**src/rtl/brcomp_pkg.sv**
```systemverilog
// Shared types and funct3 decode helpers for the iterative branch comparator.
package brcomp_pkg;

    typedef enum logic [2:0] {
        BR_BEQ  = 3'b000,
        BR_BNE  = 3'b001,
        BR_RSV2 = 3'b010,
        BR_RSV3 = 3'b011,
        BR_BLT  = 3'b100,
        BR_BGE  = 3'b101,
        BR_BLTU = 3'b110,
        BR_BGEU = 3'b111
    } br_op_e;

    typedef enum logic [1:0] {
        IDLE = 2'd0,
        CMP  = 2'd1,
        DONE = 2'd2
    } brcomp_state_e;

    // Reserved 01x encodings fall back to a signed compare.
    function automatic logic decode_unsigned(input br_op_e op);
        return op[2] & op[1];
    endfunction

    function automatic logic is_illegal(input br_op_e op);
        return op[2:1] == 2'b01;
    endfunction

    function automatic logic decode_taken(input br_op_e op, input logic less, input logic equal);
        logic t;
        t = 1'b0;
        case (op)
            BR_BEQ:           t = equal;
            BR_BNE:           t = !equal;
            BR_BLT, BR_BLTU:  t = less;
            BR_BGE, BR_BGEU:  t = !less;
            default:          t = 1'b0;
        endcase
        return t;
    endfunction

endpackage

```
**src/rtl/brcomp_chunk.sv**
```systemverilog
// One CHUNK_W-bit magnitude comparator; flip_msb maps two's complement to offset binary.
module brcomp_chunk #(
    parameter int unsigned CHUNK_W = 8
) (
    input  logic [CHUNK_W-1:0] a,
    input  logic [CHUNK_W-1:0] b,
    input  logic               flip_msb,
    output logic               lt,
    output logic               eq
);

    localparam logic [CHUNK_W-1:0] MSB_MASK = CHUNK_W'(1) << (CHUNK_W - 1);

    logic [CHUNK_W-1:0] a_m;
    logic [CHUNK_W-1:0] b_m;

    assign a_m = flip_msb ? (a ^ MSB_MASK) : a;
    assign b_m = flip_msb ? (b ^ MSB_MASK) : b;
    assign lt  = a_m < b_m;
    assign eq  = a_m == b_m;

endmodule

```
**src/rtl/brcomp_iter.sv**
```systemverilog
// Multi-cycle RISC-V branch comparator, MSB chunk first.
// Define BRCOMP_EARLY_EXIT_EN to finish on the first differing chunk.
module brcomp_iter
    import brcomp_pkg::*;
#(
    parameter int unsigned DATA_W  = 32,
    parameter int unsigned CHUNK_W = 8
) (
    input  logic              clk,
    input  logic              rst,
    input  logic              in_valid,
    output logic              in_ready,
    input  logic [DATA_W-1:0] rs1_data,
    input  logic [DATA_W-1:0] rs2_data,
    input  logic [2:0]        br_op,
    output logic              out_valid,
    input  logic              out_ready,
    output logic              br_less,
    output logic              br_equal,
    output logic              br_taken,
    output logic              br_illegal
);

    localparam int unsigned NCHUNK = DATA_W / CHUNK_W;
    localparam int unsigned IDX_W  = (NCHUNK > 1) ? $clog2(NCHUNK) : 1;
    localparam logic [IDX_W-1:0] IDX_TOP = IDX_W'(NCHUNK - 1);

    if ((CHUNK_W == 0) || (DATA_W % CHUNK_W != 0)) begin : g_bad_width
        $error("brcomp_iter: DATA_W must be a nonzero multiple of CHUNK_W");
    end

    brcomp_state_e     state;
    logic [DATA_W-1:0] a_q;
    logic [DATA_W-1:0] b_q;
    br_op_e            op_q;
    logic [IDX_W-1:0]  idx;
    logic              decided;
    logic              lt_q;

    logic c_lt, c_eq, flip, differ, dec_nx, lt_nx, finish;

    // Operands shift left each CMP cycle so the live chunk is always the top one.
    assign flip = !decode_unsigned(op_q) && (idx == IDX_TOP);

    brcomp_chunk #(.CHUNK_W(CHUNK_W)) u_chunk (
        .a        (a_q[DATA_W-1 -: CHUNK_W]),
        .b        (b_q[DATA_W-1 -: CHUNK_W]),
        .flip_msb (flip),
        .lt       (c_lt),
        .eq       (c_eq)
    );

    assign differ = !c_eq;
    assign dec_nx = decided | differ;
    assign lt_nx  = decided ? lt_q : c_lt;

`ifdef BRCOMP_EARLY_EXIT_EN
    assign finish = (idx == '0) || differ;
`else
    assign finish = (idx == '0);
`endif

    always_ff @(posedge clk or posedge rst) begin
        if (rst) begin
            state      <= IDLE;
            in_ready   <= 1'b1;
            out_valid  <= 1'b0;
            br_less    <= 1'b0;
            br_equal   <= 1'b0;
            br_taken   <= 1'b0;
            br_illegal <= 1'b0;
            a_q        <= '0;
            b_q        <= '0;
            op_q       <= BR_BEQ;
            idx        <= '0;
            decided    <= 1'b0;
            lt_q       <= 1'b0;
        end else begin
            unique case (state)
                IDLE: begin
                    if (in_valid) begin
                        a_q      <= rs1_data;
                        b_q      <= rs2_data;
                        op_q     <= br_op_e'(br_op);
                        idx      <= IDX_TOP;
                        decided  <= 1'b0;
                        lt_q     <= 1'b0;
                        in_ready <= 1'b0;
                        state    <= CMP;
                    end
                end
                CMP: begin
                    decided <= dec_nx;
                    lt_q    <= lt_nx;
                    idx     <= idx - IDX_W'(1);
                    a_q     <= a_q << CHUNK_W;
                    b_q     <= b_q << CHUNK_W;
                    if (finish) begin
                        state      <= DONE;
                        out_valid  <= 1'b1;
                        br_less    <= lt_nx;
                        br_equal   <= !dec_nx;
                        br_taken   <= decode_taken(op_q, lt_nx, !dec_nx);
                        br_illegal <= is_illegal(op_q);
                    end
                end
                DONE: begin
                    if (out_ready) begin
                        out_valid <= 1'b0;
                        in_ready  <= 1'b1;
                        state     <= IDLE;
                    end
                end
                default: state <= IDLE;
            endcase
        end
    end

endmodule

```
**config.mk**
```make
export PLATFORM = sky130hd
export DESIGN_NAME = brcomp_iter
export DESIGN_NICKNAME = d
export VERILOG_FILES = /design/src/rtl/brcomp_pkg.sv /design/src/rtl/brcomp_chunk.sv /design/src/rtl/brcomp_iter.sv
export SDC_FILE = /design/constraint.sdc
export NUM_CORES = 1
export LEC_CHECK = 0
export CAP_MARGIN = 0
export CORE_ASPECT_RATIO = 1.4
export CORE_MARGIN = 2
export CORE_UTILIZATION = 38
export CTS_CLUSTER_SIZE = 24
export DETAILED_ROUTE_END_ITERATION = 12
export PLACE_DENSITY = 0.71
export SLEW_MARGIN = 20
export SYNTH_ARGS = -nofsm -noshare
export SYNTH_HDL_FRONTEND = slang
export SYNTH_SLANG_ARGS = --single-unit
```
**constraint.sdc**
```tcl
create_clock -name clk -period 2.2 [get_ports clk]
set_input_delay 0.33 -clock clk [delete_from_list [all_inputs] [get_ports clk]]
set_output_delay 0.33 -clock clk [all_outputs]
set_load 0.03 [all_outputs]
```
==> impl_metrics.csv <==
group,metric,value,unit
drt,ant_nets,0,
final_layout,final_cells,559,
timing,tightest_slew,0.424,ns
timing,period_share,84.5,%
run,max_cap_violations,0,
clock_network,cts_buffers,9,
power_and_ir_drop,power,0.00665,W
timing,slew_viol_final,0,
timing,finalSetupTns,0,ns
critical_path,worstPathRequired,1.87,ns
timing,relSlewSlack,71.7,%
clock_network,htreeDepth,3,
clock_network,cts_resized,0,
logic_synthesis,netlist_area,3690,um2
logic_synthesis,synth_xor_area_share,0.712,%
logic_synthesis,syn-num-nets,451,
logic_synthesis,avgSynthCellArea,9.95,um2
critical_path,cpLargestDelayFamily,"buffers and inverters",
critical_path,start_kind,"register",
floorplanning,rows,42,
global_routing,grt_usage,16.4,%
logic_synthesis,synth_mux_area_share,14.2,%
critical_path,cpPeakStageDelay,0.66,ns
global_routing,antenna_found_initial,0,
logic_synthesis,seq_area_frac_synth,53.6,%
timing,setup_viol,0,
final_layout,syn_to_final_growth,33.5,%
timing,rsz0062_at_grt,"false",
placed_design,place_area,4620,um2
logic_synthesis,synthFlopType,"dfrtp_1",
run_status,outcome,"completed",
timing,skew,0.00555,ns
clock_network,cts_root_buf,"clkbuf_16",
global_routing,grt_max_degree,80,
drt,avgRoutedWirePerCell,14.3,um
drt,num_vias,2796,
floorplanning,die_area,10500,um2
logic_synthesis,synth_edf_count,0,
global_routing,grt_pass1_vias,2792,
global_routing,grt_pass1_wl,13200,um
logic_synthesis,synth.area.top_cells,"dfrtp_1 (53%), mux2i_1 (13%), nand2_1 (8.9%)",
critical_path,path_class,"reg -> out",
drt,vias_per_cell,5.00,
final_layout,final_area,4930,um2
global_routing,overflow,0,
critical_path,cp.arrival,1.53,ns
worst_hold_path,hold_class,"in -> async",
critical_path,critical_path_depth,1,
logic_synthesis,yosysTopAreaCell,"dfrtp_1",
drt,wl,8000,um
logic_synthesis,synth_top_area_share,52.9,%
drt,first_iter_violations,156,
floorplanning,initial_utilization,39.0,%
clock_network,clk_pin_slew,0.06,ns
critical_path,ff2ff_path_depth,7,
logic_synthesis,ys_types,35,
logic_synthesis,ys_ff_latch,79,
drt,drc,0,
placed_design,gp_congestion,0.780,
final_layout,fin_util,52.1,%
placed_design,io_buffers,76,
logic_synthesis,synth_top_family_by_area,"multiplexers",
final_layout,fillers,857,
floorplanning,coreArea,9460,um2
logic_synthesis,synth_compound_area_share,12.7,%
critical_path,critPathBufInv,1,
power_and_ir_drop,ir_drop,0.000509,V
logic_synthesis,synthAdderAreaFrac,3.05,%
critical_path,end_kind,"primary output",
final_layout,layout-drive-gt1-share,7.80,%
clock_network,cts.sinks,79,
logic_synthesis,yosysMostFrequentCell,"nand2_1",
logic_synthesis,syn-instance-count,371,
final_layout,nets,524,
timing,hold_viol,0,
power_and_ir_drop,powerDensity,1350,nW/um2
clock_network,postCtsHoldBufs,0,
placed_design,dp_hpwl,5640,um
critical_path,path_max_fanout,3,
logic_synthesis,async_flop_share,100,%
clock_network,cts_setup_buffers,0,
timing,timing.fmax,0.538,GHz
drt,drt-pass1-iter-count,5,
critical_path,path_cells,"clkdlybuf4s50_1",
clock_network,clockBufferDepth,2,
placed_design,placed_cells,543,
critical_path,critPathSlowestCell,"clkdlybuf4s50_1",
power_and_ir_drop,leakagePower,2.09,nW
logic_synthesis,synth-simple-area-share,11.9,%
timing,fin_crit,1.86,ns
floorplanning,dieWidth,87.3,um
clock_network,cts_tree,"done",
clock_network,clock_latency,0.33,ns
logic_synthesis,ys_top_cells_by_count,"nand2_1 (88), dfrtp_1 (78), o21ai_0 (58)",
logic_synthesis,yosysWarnings,0,
floorplanning,die_h,121,um
final_layout,antenna_cells,0,
floorplanning,ios,77,
## worst paths after layout
| path | start | endpoint | slack, ns |
|---|---|---|---|
| worst max-delay path | in_ready | in_ready | 0.34 |
| min in group clk | a_q[1] | a_q[9] | 0.47 |
| max in group asynchronous | rst | b_q[3] | 1.41 |
| worst max register to register | a_q[25] | br_taken | 0.41 |
| worst min-delay path | rst | a_q[0] | 0.45 |
| worst min register to register | a_q[1] | a_q[9] | 0.47 |
## logic make-up (layout without fill, tap and decap cells)
group	Yosys count	after routing
AOI/OAI and AO/OA	88	88
xor gates and xnor gates	3	3
adders and majority gates	9	9
buffers and inverters	34	112
DFF	79	79
muxes	52	52
and+or+nand+nor	106	106
## registers in the layout, indices dropped and copies added (netlist names)
name        flops
a_q            32
br_taken        1
in_ready        1
br_less         1
decided         1
op_q            3
br_equal        1
idx             2
state           2
b_q            32
br_illegal      1
lt_q            1
out_valid       1
## per-layer routing
layer	up-vias	track usage, %	routed length (um)
met3	11	4.16	313
met5	-	0	0
li1	1419	-	-
met2	60	26.4	4060
met1	1306	20.0	3390
met4	0	8.37	235
## cell type report
cell class                      instances  area (um2)  area share (%)
Sequential cell                        79        1980            40.1
Multi-Input combinational cell        258        1580            32.1
Timing Repair Buffer                   84         871            17.7
Clock buffer                           13         270            5.48
Tap cell                              110         138            2.79
Inverter                               12        48.8           0.990
Clock inverter                          3        40.0           0.812
## power by group
part           internal [W]  leakage [nW]  switching, W
Clock              0.000967         0.156      0.000546
Sequential          0.00209          1.01      0.000409
Combinational       0.00117         0.928       0.00146
Total               0.00423          2.09       0.00242
## cells in the final DEF (no fill, tap or decap), types with 4 or more instances in the layout
| cell type | Yosys | layout |
|---|---|---|
| a21oi_1 | 7 | 7 |
| buf_12 | 0 | 4 |
| buf_4 | 2 | 4 |
| clkbuf_16 | 0 | 9 |
| clkdlybuf4s50_1 | 0 | 76 |
| dfrtp_1 | 78 | 78 |
| ha_1 | 9 | 9 |
| inv_1 | 11 | 10 |
| mux2i_1 | 48 | 48 |
| nand2_1 | 88 | 88 |
| nand3_1 | 4 | 4 |
| o21ai_0 | 58 | 58 |
| o21ai_1 | 15 | 15 |
## through the flow
step | setup WS (ns) | hold WS, ns
finish | 0.341 | 0.454
CTS | 0.324 | 0.479
global route | 0.297 | 0.502
detailed placement | 0.270 | 0.462
floorplan | 0.562 | 0.447
global placement | 0.335 | 0.458
## worst reg2reg max path: cells and delay by family (launching register included)
kind	cells	cell delay (ns)
AOI/OAI and AO/OA	4	0.70
DFF	1	0.40
adders and majority gates	1	0.31
xor gates and xnor gates	1	0.16
and+or+nand+nor	1	0.15
No activity file was read; power rests on OpenSTA's default activity.
==> edit 1, RTL diff (config.mk and constraints unchanged) <==
The parameter `DATA_W` goes from 32 to 64.
--- a/src/rtl/brcomp_iter.sv
+++ b/src/rtl/brcomp_iter.sv
@@ -3,7 +3,7 @@
 module brcomp_iter
     import brcomp_pkg::*;
 #(
-    parameter int unsigned DATA_W  = 32,
+    parameter int unsigned DATA_W  = 64,
     parameter int unsigned CHUNK_W = 8
 ) (
     input  logic              clk,
Interface: changed (resized rs1_data and rs2_data); port bits go from 77 to 141. The function was not compared with the original's and may differ.
==> edit 1 against the unedited design <==
Final area rose by 82%; cell count rose by 110%; core utilization barely moved; setup slack got worse by 0.087 ns; largest power group unchanged; sequential cell count rose by 65; power rose by 94%; area after synthesis rose by 79%; highest routed layer unchanged; wire length rose by 110%.
==> edit 1: results (changes against the unedited design) <==
stage,metric,value,unit,change
place,Placed Area,0.00828,mm2,was 0.00462 mm2
clock_network,H-tree depth,4,,was 3
global_routing,number of global-route vias before repair,5736,,was 2792
setup_path,Critical Path AT,1.62,ns,was 1.53 ns
global_routing,GR Util met3,0.0357,,was 0.0416
routing,Routed met3 length,728,um,was 313 um
yosys,post-synthesis mux area share,0,,was 0.142
place,pre-CTS setup slack,0.291,ns,was 0.270 ns
routing,final wirelength,16.9,mm,was 8.00 mm
routing,Routed met2 length,8.64,mm,was 4.06 mm
timing,Worst Skew,0.0124,ns,was 0.00555 ns
yosys,syn nets,939,,was 451
timing,worst hold slack,0.224,ns,was 0.454 ns
routing,DR pass1 iterations,4,,was 5
status,outcome,"finished, final reports clean",,unchanged
clock_network,Clock Latency Late Sink,0.42,ns,was 0.33 ns
routing,Starting DRT DRC Count,408,,was 156
yosys,Synth Area in Compound Gates,0.130,,was 0.127
power_and_ir_drop,Max VDD drop,0.000684,V,was 0.000509 V
setup_path,R2R Path Start,a_q[62],,was a_q[25]
setup_path,R2R depth,6,,was 7
yosys,Syn Area/Cell,8.33,um2,was 9.95 um2
final_layout,fraction of layout cells with a size suffix above 1,0.0532,,was 0.0780
yosys,post-synthesis adder-cell area fraction,0.0189,,was 0.0305
clock_network,CTS Buf Count,17,,was 9
place,IO buf count,140,,was 76
yosys,Post-Synth XOR/XNOR Area,0.00398,,was 0.00712
routing,wl on met1,6.96,mm,was 3.39 mm
final_layout,Fillers,1589,,was 857
[edit 1: cell types whose count changed in the layout (fill, tap and decap cells not counted), moves of 51 or more]
| cell | unedited run | this run |
|---|---|---|
| a31oi_1 | 0 | 113 |
| clkdlybuf4s50_1 | 76 | 140 |
| nor2_1 | 1 | 117 |
| nand2_1 | 88 | 281 |
| dfrtp_1 | 78 | 143 |
| o21ai_0 | 58 | 7 |
[edit 1: area by class of cell]
type	count	area (um2)	share of cell area
flip-flops and latches	144	3600	0.402
clock inverters	10	206	0.0230
repair buffers	152	1600	0.179
inverters	13	52.6	0.00587
clock buffers	21	470	0.0525
diodes	1	2.50	0.000279
well taps	236	295	0.0330
multi-input cells	581	2720	0.304
[edit 1: power breakdown]
part	internal, mW	switching (mW)	total [mW]
Combinational	1.99	2.93	4.92
Clock	2.21	1.09	3.30
Sequential	3.94	0.752	4.69
==> edit 2, RTL diff (config.mk and constraints unchanged) <==
Made on the original files. Make the reset (`rst`) synchronous in one clocked block.
--- a/src/rtl/brcomp_iter.sv
+++ b/src/rtl/brcomp_iter.sv
@@ -60,7 +60,7 @@
     assign finish = (idx == '0);
 `endif
 
-    always_ff @(posedge clk or posedge rst) begin
+    always_ff @(posedge clk) begin
         if (rst) begin
             state      <= IDLE;
             in_ready   <= 1'b1;
Formal check against the unedited RTL: differs if rst is asserted again (counterexample within 4 cycles, from zero or initial values and one cycle with rst high); with rst held inactive, the same outputs for 10 cycles.
==> edit 2 against the unedited design <==
Clock skew down 0.0013 ns; register-to-register slack worse by 0.22 ns; setup slack worse by 0.15 ns; final area shrank 7.0%; die area decreased by 7.0%; non-clock buffer count is the same; area after synthesis fell by 7.3%; wire length increased by 4.8%; via count increased by 12%; sequential cell count stayed put.
Power is not compared: it rests on default switching activity, and its combinational part moved more than twofold at a synthesized area within 25%.
==> edit 2: results (changes against the unedited design) <==
stage,metric,value,unit,change
setup_path,Setup CP Type,register to register,,was register to output port
hold_path,Hold Path End,in_ready,,
timing,min cycle time layout,2.01,ns,was 1.86 ns
yosys,Synth cell types,31,,was 35
place,Placed Cells,586,,was 543
yosys,top post-synthesis cells by area,"dfxtp_1 46%, a311oi_1 13%, nand2_1 11%",,"was dfrtp_1 53%, mux2i_1 13%, nand2_1 8.9%"
setup_path,max incr delay on CP,0.42,ns,was 0.66 ns
global_routing,Tot GR Track Use,0.174,,was 0.164
setup_path,Setup crit start,b_q[30],,was in_ready
routing,Starting DRT DRC Count,230,,was 156
power_and_ir_drop,Pint,2.95,mW,
timing,Worst Skew,0.00422,ns,was 0.00555 ns
place,IO buf count,76,,unchanged
power_and_ir_drop,Leakage,1.82,nW,
setup_path,CP Depth,8,,was 1
routing,vias,3122,,was 2796
final_layout,Final #Nets,570,,was 524
place,routability cong.,0.799,,was 0.780
timing,Slew @ Worst Pin,0.546,ns,was 0.424 ns
setup_path,crit path capture,br_taken,,was in_ready
clock_network,root buf cell,clkbuf_16,,unchanged
global_routing,largest net degree at the start of global routing,98,,was 80
setup_path,R2R depth,8,,was 7
clock_network,H-tree depth,3,,unchanged
setup_path,reg2reg setup slack,0.19,ns,was 0.41 ns
hold_path,Hold Path Cell Cnt,3,,
yosys,syn nets,510,,was 451
final_layout,fraction of layout cells with a size suffix above 1,0.0567,,was 0.0780
routing,Routed WL per cell,14.0,um,was 14.3 um
setup_path,slowest cell on the critical path,nor3_1,,was clkdlybuf4s50_1
final_layout,Fillers,863,,was 857
yosys,"top cells by count, synth","102 x nand2_1, 82 x nor2_1, 79 x dfxtp_1",,"was 88 x nand2_1, 78 x dfrtp_1, 58 x o21ai_0"
global_routing,number of global-route vias before repair,2974,,was 2792
yosys,register area share after synthesis,0.462,,was 0.536
place,post-DP HPWL,5.85,mm,was 5.64 mm
final_layout,largest registers,"a_q: 32 flops, b_q: 32 flops, op_q: 3 flops",,unchanged
clock_network,CTS-repair resized insts,0,,unchanged
yosys,Synth warnings,0,,unchanged
hold_path,worst min path class,input port to register,,was input port to asynchronous set/reset pin
status,outcome,"finished, final reports clean",,unchanged
timing,worst hold slack,0.282,ns,was 0.454 ns
hold_path,launch point of the worst hold path,rst,,
clock_network,CTS Buf Count,9,,unchanged
place,pre-CTS setup slack,0.223,ns,was 0.270 ns
yosys,post-synthesis async set-or-reset flop share,0,,was 1.00
clock_network,post-CTS setup buffers,0,,unchanged
global_routing,initial antenna violation count,0,,unchanged
setup_path,"critical path fanouts, max",3,,unchanged
setup_path,"delay-heaviest family, CP",simple AND/OR/NAND/NOR gates,,was buffers and inverters
routing,DR pass1 iterations,4,,was 5
global_routing,first-pass GRT wire length,13.7,mm,was 13.2 mm
final_layout,Final Instance Count excl. Fillers,601,,was 559
yosys,cells after synthesis,430,,was 371
setup_path,Critical Path AT,2.20,ns,was 1.53 ns
edit 2: changes by cell type after synthesis, moves of 45 or more:
cell      delta
o21ai_0     -55
dfxtp_1     +79
mux2i_1     -45
a311oi_1    +49
dfrtp_1     -78
nor2_1      +80
edit 2: through the flow:
stage	instance area, um2	util
2_1_floorplan	3420	-
3_3_place_gp	4270	0.482
3_5_place_dp	4270	0.482
4_1_cts	4590	0.517
5_1_grt	4590	0.517
6_report	4590	0.517
edit 2: final cells by class:
| class | count | share of cell area |
|---|---|---|
| inverter | 13 | 0.0106 |
| clock inverter | 4 | 0.0153 |
| tap | 107 | 0.0292 |
| timing repair buffer | 84 | 0.183 |
| clock buffer | 11 | 0.0529 |
| sequential | 79 | 0.345 |
| multi-input combinational | 303 | 0.364 |
edit 2: logic make-up (layout without fill, tap and decap cells):
logic type,after synthesis,in the layout,synth area share
and+or+nand+nor,200,200,0.230
muxes,3,3,0.00877
adders and majority gates,9,9,0.0329
AOI/OAI and AO/OA,88,88,0.204
xor gates and xnor gates,3,3,0.00768
buffers and inverters,48,112,0.0556
DFF,79,79,0.462
edit 2: power by group through the flow:
stage | sequential (mW) | clock [mW] | combinational, mW
2_1_floorplan | 1.69 | 0 | 0.483
3_5_place_dp | 1.70 | 0 | 0.763
3_3_place_gp | 1.70 | 0 | 0.745
6_report | 1.68 | 1.55 | 0.759
4_1_cts | 1.68 | 1.57 | 0.767
5_1_grt | 1.69 | 1.63 | 0.853
edit 2: per-layer routing:
layer,wire (um),global-route usage
met2,4300,0.298
met3,323,0.0339
met4,180,0.0731
met1,3580,0.214
met5,0,0
edit 2: worst min-delay path, cell delays in order:
cell and delay (ns):
buf_2 0.10, inv_1 0.07, o21ai_0 0.07
